<file path="src/rtl/d_control_pipe_if.sv">
// Bundle between the ID-stage instruction source and the control pipeline.
// The master drives the instruction and the flush/hold controls; the slave returns the per-stage control signals.
interface d_control_pipe_if #(
    parameter int INSTR_W    = 32,
    parameter int REG_ADDR_W = 5,
    parameter int OTHER_W    = 4
);
    logic [INSTR_W-1:0]    i_con_instru;
    logic                  i_flush;
    logic                  i_hold;
    logic                  o_stall;
    logic                  o_ex_regdst;
    logic                  o_ex_alusrc;
    logic                  o_ex_branch;
    logic                  o_ex_bne;
    logic                  o_ex_illegal;
    logic [1:0]            o_ex_aluop;
    logic [OTHER_W-1:0]    o_ex_other;
    logic [REG_ADDR_W-1:0] o_ex_rs;
    logic [REG_ADDR_W-1:0] o_ex_rt;
    logic [REG_ADDR_W-1:0] o_ex_dest;
    logic                  o_mem_memread;
    logic                  o_mem_memwrite;
    logic                  o_wb_regwrite;
    logic                  o_wb_memtoreg;
    logic [REG_ADDR_W-1:0] o_wb_dest;

    modport master (
        output i_con_instru, i_flush, i_hold,
        input  o_stall, o_ex_regdst, o_ex_alusrc, o_ex_branch, o_ex_bne, o_ex_illegal,
               o_ex_aluop, o_ex_other, o_ex_rs, o_ex_rt, o_ex_dest,
               o_mem_memread, o_mem_memwrite, o_wb_regwrite, o_wb_memtoreg, o_wb_dest
    );

    modport slave (
        input  i_con_instru, i_flush, i_hold,
        output o_stall, o_ex_regdst, o_ex_alusrc, o_ex_branch, o_ex_bne, o_ex_illegal,
               o_ex_aluop, o_ex_other, o_ex_rs, o_ex_rt, o_ex_dest,
               o_mem_memread, o_mem_memwrite, o_wb_regwrite, o_wb_memtoreg, o_wb_dest
    );
endinterface

</file>
<file path="src/rtl/d_control_pipe.sv">
// ID-stage control decoder with ID/EX, EX/MEM and MEM/WB control registers,
// load-use bubble insertion, flush and global hold.
module d_control_pipe #(
    parameter int INSTR_W    = 32,
    parameter int REG_ADDR_W = 5,
    parameter int OTHER_W    = 4,
    parameter int HAZARD_EN  = 1
) (
    input logic             i_clk,
    input logic             i_rst,
    d_control_pipe_if.slave bus
);
    typedef struct packed {
        logic               regdst;
        logic               alusrc;
        logic               branch;
        logic               bne;
        logic               illegal;
        logic [1:0]         aluop;
        logic [OTHER_W-1:0] other;
        logic               memread;
        logic               memwrite;
        logic               regwrite;
        logic               memtoreg;
    } ctrl_t;

    function automatic ctrl_t decode(input logic [5:0] op);
        ctrl_t c;
        c = '0;
        casez (op)
            6'b000000: begin
                c.regdst   = 1'b1;
                c.regwrite = 1'b1;
                c.aluop    = 2'b10;
            end
            6'b001000, 6'b001001, 6'b001100, 6'b001101, 6'b001110, 6'b001010: begin
                c.regwrite = 1'b1;
                c.alusrc   = 1'b1;
                c.aluop    = 2'b11;
                case (op[2:0])
                    3'b100:  c.other = OTHER_W'(4'd1);
                    3'b101:  c.other = OTHER_W'(4'd2);
                    3'b110:  c.other = OTHER_W'(4'd3);
                    3'b010:  c.other = OTHER_W'(4'd6);
                    default: c.other = '0;
                endcase
            end
            6'b100???: begin
                c.regwrite = 1'b1;
                c.alusrc   = 1'b1;
                c.memread  = 1'b1;
                c.memtoreg = 1'b1;
            end
            6'b101???: begin
                c.alusrc   = 1'b1;
                c.memwrite = 1'b1;
            end
            6'b000100: begin
                c.branch = 1'b1;
                c.aluop  = 2'b01;
            end
            6'b000101: begin
                c.branch = 1'b1;
                c.bne    = 1'b1;
                c.aluop  = 2'b01;
            end
            default: c.illegal = 1'b1;
        endcase
        return c;
    endfunction

    // Opcodes whose rt field is a source operand (R-type, stores, branches).
    function automatic logic reads_rt(input logic [5:0] op);
        return (op == 6'b000000) || (op[5:3] == 3'b101) ||
               (op == 6'b000100) || (op == 6'b000101);
    endfunction

    logic [5:0]            dec_op;
    logic [REG_ADDR_W-1:0] dec_rs, dec_rt, dec_rd, dec_dest;
    ctrl_t                 dec;
    logic                  hz;
    logic                  unused_bits;

    ctrl_t                 ctrl_p0;
    logic [REG_ADDR_W-1:0] rs_p0, rt_p0, dest_p0;
    logic                  memread_p1, memwrite_p1, regwrite_p1, memtoreg_p1;
    logic [REG_ADDR_W-1:0] dest_p1;
    logic                  regwrite_p2, memtoreg_p2;
    logic [REG_ADDR_W-1:0] dest_p2;

    assign dec_op      = bus.i_con_instru[INSTR_W-1 -: 6];
    assign dec_rs      = bus.i_con_instru[25 -: REG_ADDR_W];
    assign dec_rt      = bus.i_con_instru[20 -: REG_ADDR_W];
    assign dec_rd      = bus.i_con_instru[15 -: REG_ADDR_W];
    assign unused_bits = ^bus.i_con_instru[10:0];

    always_comb begin
        dec      = decode(dec_op);
        dec_dest = '0;
        if (dec.regwrite)
            dec_dest = dec.regdst ? dec_rd : dec_rt;
    end

    assign hz = (HAZARD_EN != 0) && ctrl_p0.memread && (rt_p0 != '0) &&
                ((rt_p0 == dec_rs) || ((rt_p0 == dec_rt) && reads_rt(dec_op)));
    assign bus.o_stall = hz & ~bus.i_flush;

    always_ff @(posedge i_clk) begin
        if (i_rst) begin
            ctrl_p0     <= '0;
            rs_p0       <= '0;
            rt_p0       <= '0;
            dest_p0     <= '0;
            memread_p1  <= 1'b0;
            memwrite_p1 <= 1'b0;
            regwrite_p1 <= 1'b0;
            memtoreg_p1 <= 1'b0;
            dest_p1     <= '0;
            regwrite_p2 <= 1'b0;
            memtoreg_p2 <= 1'b0;
            dest_p2     <= '0;
        end else if (!bus.i_hold) begin
            // MEM/WB
            regwrite_p2 <= regwrite_p1;
            memtoreg_p2 <= memtoreg_p1;
            dest_p2     <= dest_p1;
            // EX/MEM
            memread_p1  <= ctrl_p0.memread;
            memwrite_p1 <= ctrl_p0.memwrite;
            regwrite_p1 <= ctrl_p0.regwrite;
            memtoreg_p1 <= ctrl_p0.memtoreg;
            dest_p1     <= dest_p0;
            // ID/EX: a squashed or stalled slot becomes an all-zero NOP
            if (bus.i_flush || hz) begin
                ctrl_p0 <= '0;
                rs_p0   <= '0;
                rt_p0   <= '0;
                dest_p0 <= '0;
            end else begin
                ctrl_p0 <= dec;
                rs_p0   <= dec_rs;
                rt_p0   <= dec_rt;
                dest_p0 <= dec_dest;
            end
        end
    end

    assign bus.o_ex_regdst    = ctrl_p0.regdst;
    assign bus.o_ex_alusrc    = ctrl_p0.alusrc;
    assign bus.o_ex_branch    = ctrl_p0.branch;
    assign bus.o_ex_bne       = ctrl_p0.bne;
    assign bus.o_ex_illegal   = ctrl_p0.illegal;
    assign bus.o_ex_aluop     = ctrl_p0.aluop;
    assign bus.o_ex_other     = ctrl_p0.other;
    assign bus.o_ex_rs        = rs_p0;
    assign bus.o_ex_rt        = rt_p0;
    assign bus.o_ex_dest      = dest_p0;
    assign bus.o_mem_memread  = memread_p1;
    assign bus.o_mem_memwrite = memwrite_p1;
    assign bus.o_wb_regwrite  = regwrite_p2;
    assign bus.o_wb_memtoreg  = memtoreg_p2;
    assign bus.o_wb_dest      = dest_p2;
endmodule

</file>
<file path="src/flat_wrapper.sv">
// flat-port wrapper written by rule: the top's interface ports become plain ports
module d_control_pipe_flat 
#(
    parameter int INSTR_W    = 32,
    parameter int REG_ADDR_W = 5,
    parameter int OTHER_W    = 4,
    parameter int HAZARD_EN  = 1
)
  (i_clk, i_rst, bus_i_con_instru, bus_i_flush, bus_i_hold, bus_o_stall, bus_o_ex_regdst, bus_o_ex_alusrc, bus_o_ex_branch, bus_o_ex_bne, bus_o_ex_illegal, bus_o_ex_aluop, bus_o_ex_other, bus_o_ex_rs, bus_o_ex_rt, bus_o_ex_dest, bus_o_mem_memread, bus_o_mem_memwrite, bus_o_wb_regwrite, bus_o_wb_memtoreg, bus_o_wb_dest);
  d_control_pipe_if #(.INSTR_W(INSTR_W), .REG_ADDR_W(REG_ADDR_W), .OTHER_W(OTHER_W)) bus_i ();
  input logic i_clk;
  input logic i_rst;
  input wire logic [$bits(bus_i.i_con_instru)-1:0] bus_i_con_instru;
  input wire logic [$bits(bus_i.i_flush)-1:0] bus_i_flush;
  input wire logic [$bits(bus_i.i_hold)-1:0] bus_i_hold;
  output wire logic [$bits(bus_i.o_stall)-1:0] bus_o_stall;
  output wire logic [$bits(bus_i.o_ex_regdst)-1:0] bus_o_ex_regdst;
  output wire logic [$bits(bus_i.o_ex_alusrc)-1:0] bus_o_ex_alusrc;
  output wire logic [$bits(bus_i.o_ex_branch)-1:0] bus_o_ex_branch;
  output wire logic [$bits(bus_i.o_ex_bne)-1:0] bus_o_ex_bne;
  output wire logic [$bits(bus_i.o_ex_illegal)-1:0] bus_o_ex_illegal;
  output wire logic [$bits(bus_i.o_ex_aluop)-1:0] bus_o_ex_aluop;
  output wire logic [$bits(bus_i.o_ex_other)-1:0] bus_o_ex_other;
  output wire logic [$bits(bus_i.o_ex_rs)-1:0] bus_o_ex_rs;
  output wire logic [$bits(bus_i.o_ex_rt)-1:0] bus_o_ex_rt;
  output wire logic [$bits(bus_i.o_ex_dest)-1:0] bus_o_ex_dest;
  output wire logic [$bits(bus_i.o_mem_memread)-1:0] bus_o_mem_memread;
  output wire logic [$bits(bus_i.o_mem_memwrite)-1:0] bus_o_mem_memwrite;
  output wire logic [$bits(bus_i.o_wb_regwrite)-1:0] bus_o_wb_regwrite;
  output wire logic [$bits(bus_i.o_wb_memtoreg)-1:0] bus_o_wb_memtoreg;
  output wire logic [$bits(bus_i.o_wb_dest)-1:0] bus_o_wb_dest;
  assign bus_i.i_con_instru = bus_i_con_instru;
  assign bus_i.i_flush = bus_i_flush;
  assign bus_i.i_hold = bus_i_hold;
  assign bus_o_stall = bus_i.o_stall;
  assign bus_o_ex_regdst = bus_i.o_ex_regdst;
  assign bus_o_ex_alusrc = bus_i.o_ex_alusrc;
  assign bus_o_ex_branch = bus_i.o_ex_branch;
  assign bus_o_ex_bne = bus_i.o_ex_bne;
  assign bus_o_ex_illegal = bus_i.o_ex_illegal;
  assign bus_o_ex_aluop = bus_i.o_ex_aluop;
  assign bus_o_ex_other = bus_i.o_ex_other;
  assign bus_o_ex_rs = bus_i.o_ex_rs;
  assign bus_o_ex_rt = bus_i.o_ex_rt;
  assign bus_o_ex_dest = bus_i.o_ex_dest;
  assign bus_o_mem_memread = bus_i.o_mem_memread;
  assign bus_o_mem_memwrite = bus_i.o_mem_memwrite;
  assign bus_o_wb_regwrite = bus_i.o_wb_regwrite;
  assign bus_o_wb_memtoreg = bus_i.o_wb_memtoreg;
  assign bus_o_wb_dest = bus_i.o_wb_dest;
  d_control_pipe #(.INSTR_W(INSTR_W), .REG_ADDR_W(REG_ADDR_W), .OTHER_W(OTHER_W), .HAZARD_EN(HAZARD_EN)) u_core (.i_clk(i_clk), .i_rst(i_rst), .bus(bus_i));
endmodule
</file>
<file path="config.mk">
export PLATFORM = sky130hd
export DESIGN_NAME = d_control_pipe_flat
export DESIGN_NICKNAME = d
export VERILOG_FILES = /design/src/rtl/d_control_pipe_if.sv /design/src/rtl/d_control_pipe.sv /design/src/flat_wrapper.sv
export SDC_FILE = /design/constraint.sdc
export NUM_CORES = 1
export LEC_CHECK = 0
export ABC_CLOCK_PERIOD_IN_PS = 4100
export CAP_MARGIN = 10
export CORE_MARGIN = 1.5
export CORE_UTILIZATION = 31
export CTS_BUF_LIST = sky130_fd_sc_hd__clkbuf_4 sky130_fd_sc_hd__clkbuf_8 sky130_fd_sc_hd__clkbuf_16
export CTS_CLUSTER_DIAMETER = 50
export DETAILED_ROUTE_END_ITERATION = 16
export GPL_TIMING_DRIVEN = 0
export PLACE_DENSITY = 0.6
export SETUP_SLACK_MARGIN = 0.3
export SYNTH_ARGS = -nofsm -noshare
export SYNTH_HDL_FRONTEND = slang
export SYNTH_SLANG_ARGS = --single-unit
export TNS_END_PERCENT = 20
</file>
<file path="constraint.sdc">
create_clock -name i_clk -period 4.1 [get_ports i_clk]
set_input_delay 0.82 -clock i_clk [delete_from_list [all_inputs] [get_ports i_clk]]
set_output_delay 0.82 -clock i_clk [all_outputs]
set_load 0.02 [all_outputs]
</file>
==> summary.txt <==
Run status
  • Outcome: complete, no violations

GRT
  • Tot GR Track Use: 15.29%
  • Pin count of the biggest net entering global routing: 14
  • First-pass GRT wire length: 7.721 mm
  • Grt total ovfl: 0
  • Initial antenna violation count: 0
  • Vias in the first global route: 1,563

Detailed routing
  • Residual DRC: 0
  • DR vias: 1,671
  • Vias per cell: 4.761
  • WL/cell: 13.35 um
  • Post-route ant nets: 0
  • Violation count after the first detailed-routing iteration: 81
  • Pre-antenna DRT Iters: 4
  • Detailed Route WL: 4.687 mm

Timing
  • Final setup violation count: 0
  • Slew @ Worst Pin: 0.5196 ns
  • Slew headroom: 65.36%
  • RSZ-0062 raised after global routing: false
  • Fin. max-slew vios: 0
  • Clock skew: 0.01102 ns
  • Worst setup margin: 0.4810 ns
  • Final Critical Period: 3.619 ns
  • Hold Vio Cnt, Final: 0
  • Final period util: 88.27%
  • Max Clk Rate: 276.3 MHz

Clock network
  • Maximum root-to-sink buffer count: 2
  • Clock net sink count: 43
  • CTS Buf Count: 5
  • Hold-fix buffers at CTS: 0
  • Worst-Skew Late Latency: 0.30 ns
  • Root Driver: clkbuf_8
  • CTS tree: yes
  • H-tree Lvls: 2
  • CTS clk-pin slew, worst paths: 0.08 ns

Synth
  • Library cells used by synthesis: 31
  • Cell taking the most area after synthesis: dfxtp_1
  • Avg Cell Area, Syn: 9.006 um2
  • Syn_nets: 248
  • Ys async rst share: 0%
  • Gate Count Post-Synth: 212
  • Commonest register cell after synthesis: dfxtp_1
  • Synth top area share: 45.09%
  • Number of synthesized flops with an enable pin: 0
  • Synth cell count leaders: dfxtp_1, nand2_1, o31ai_1, mux2i_1, nor2_1
  • Count leader, synth: dfxtp_1
  • Part of the Yosys area used for sequential elements: 45.09%
  • Seq cells post-synth: 43
  • Synth Warn #: 0
  • Area of the mapped netlist: 0.001909 mm2
  • Dominant cells by area after synthesis: dfxtp_1, mux2i_1, o31ai_1, nand2_1, xnor2_1

Critical path
  • Crit-path cells: clkdlybuf4s50_1 -> inv_2 -> a2111o_1 -> a2111oi_4 -> buf_6 -> o21ba_1 -> clkbuf_2
  • Critical Path Slowest Stage Cell: clkdlybuf4s50_1
  • Critical path endpoint category: output pin
  • WP data required: 3.28 ns
  • CP max FO: 10
  • CP Launch Type: primary input
  • Setup slack, reg-to-reg: 2.19 ns
  • Worst Path Arrival: 2.80 ns
  • CP peak stage delay: 0.58 ns
  • Setup Crit Path Kind: in2out

Place
  • Port Buffers: 55
  • RD Place Congestion: 0.7830
  • Dpl ws: -0.1443 ns
  • Detailed Place HPWL: 3.477 mm

Floorplan
  • Die area: 0.006639 mm2
  • Die Ht: 81.48 um
  • Io pins: 72
  • Core area: 0.005921 mm2
  • Die Wd: 81.48 um
  • Initial Util: 32.25%
  • Row count: 28

Power and ir drop
  • Pint: 0.0006006 W
  • PwrDens: 305.5 mW/mm2
  • Switch share: 25.67%
  • Logic pwr share: 12.7%
  • Register share of total power: 53.4%
  • Clock network power share: 33.9%
  • Worst VDD drop: 184.7 uV
  • Psw: 0.0002075 W
  • Lkg Pwr: 1.044 nW

Finish
  • Post-layout util: 44.67%
  • Share of layout cells above drive strength 1: 9.058%
  • Ant diodes: 0
  • Layout area overhead: 38.53%
  • Fin nets: 311

Job
  • Max-Cap Viols: 0

Worst hold path
  • Min-Delay Path Class: reg2reg
layer usage:
metal	GRT usage (%)	up-vias	share of wire (%)
met5	0	-	0
met4	3.103	0	0.64
met3	4.778	4	6.4
met2	23.80	48	47
met1	20.80	770	46
li1	-	849	-
power groups by stage:
stage	logic, W	clock network [W]	registers (W)
floorplan	0.0000475	0	0.000447
global placement	0.000103	0	0.000441
detailed placement	0.000103	0	0.000442
CTS	0.000104	0.000280	0.000432
global route	0.000112	0.000298	0.000433
finish	0.000103	0.000274	0.000431
path summary, 6_finish.rpt:
kind / from / end / depth (start not counted)
setup / recovery: bus_i_con_instru[28] / bus_o_stall / 7
hold / removal: u_core.bus.o_ex_bne$_SDFFE_PP0N_ / u_core.bus.o_ex_bne$_SDFFE_PP0N_ / 2
setup reg to reg: u_core.bus.o_ex_rt[4]$_SDFFE_PP0N_ / u_core.bus.o_ex_rt[0]$_SDFFE_PP0N_ / 6
hold reg to reg: u_core.bus.o_ex_bne$_SDFFE_PP0N_ / u_core.bus.o_ex_bne$_SDFFE_PP0N_ / 2
worst max-delay path, delay by kind of cell:
family	cells	cell delay [ns]
buf+inv	4	1.01
compound gates	3	0.97
repair_timing:
action / in CTS / in global routing
setup buffers: 1 / 0
pin swaps: 1 / 0
endpoints found under the hold margin: 0 / 0
gates resized for setup: 1 / 2
cloned: 0 / 0
endpoints found under the setup margin: 1 / 1
cell families after synthesis:
logic type / share of synthesized area (%)
flops: 45.09
xor+xnor: 4.587
mux: 10.48
other cells: 0.1964
compound gates: 17.30
simple gates: 14.29
buf+inv: 8.060
cells in the final DEF (no fill, tap or decap), types with 5 or more instances in the layout:
cell	instances
clkbuf_1	8
xnor2_1	10
clkbuf_8	5
o31ai_1	24
clkdlybuf4s50_1	54
nand2_1	35
dfxtp_1	43
mux2i_1	20
inv_1	11
nor2_1	20
buf_4	8
state kept, by name, indices dropped and copies added, names as in the netlist, 2 cells and up:
| register | flops |
|---|---|
| u_core.ctrl_p0 | 3 |
| u_core.bus.o_ex_rs | 5 |
| u_core.bus.o_ex_rt | 5 |
| u_core.dest_p1 | 5 |
| u_core.bus.o_ex_aluop | 2 |
| u_core.bus.o_wb_dest | 5 |
| u_core.bus.o_ex_dest | 5 |
| u_core.bus.o_ex_other | 3 |
cell type report:
class,count,area [um2]
buffer,19,108.9
clock buffer,6,76.32
clock inverter,2,12.51
fill,602,3276
inverter,12,45.04
multi-input combinational,138,894.6
sequential,43,860.8
tap,75,93.84
timing repair buffer,56,553.0
through the flow:
step / power, W / instances / TNS (ns) / hold slack [ns] / instance area, um2
after global placement: 0.0005446 / 342 / -0.1810 / 0.4386 / 2554
after global routing: 0.0008431 / 351 / 0 / 0.4832 / 2645
after floorplan: 0.0004950 / 212 / 0 / 0.4211 / 1909
final: 0.0008081 / 351 / 0 / 0.4576 / 2645
after CTS: 0.0008149 / 351 / 0 / 0.4606 / 2649
after detailed placement: 0.0005447 / 342 / -0.1443 / 0.4431 / 2554
(Power assumes the default switching activity.)
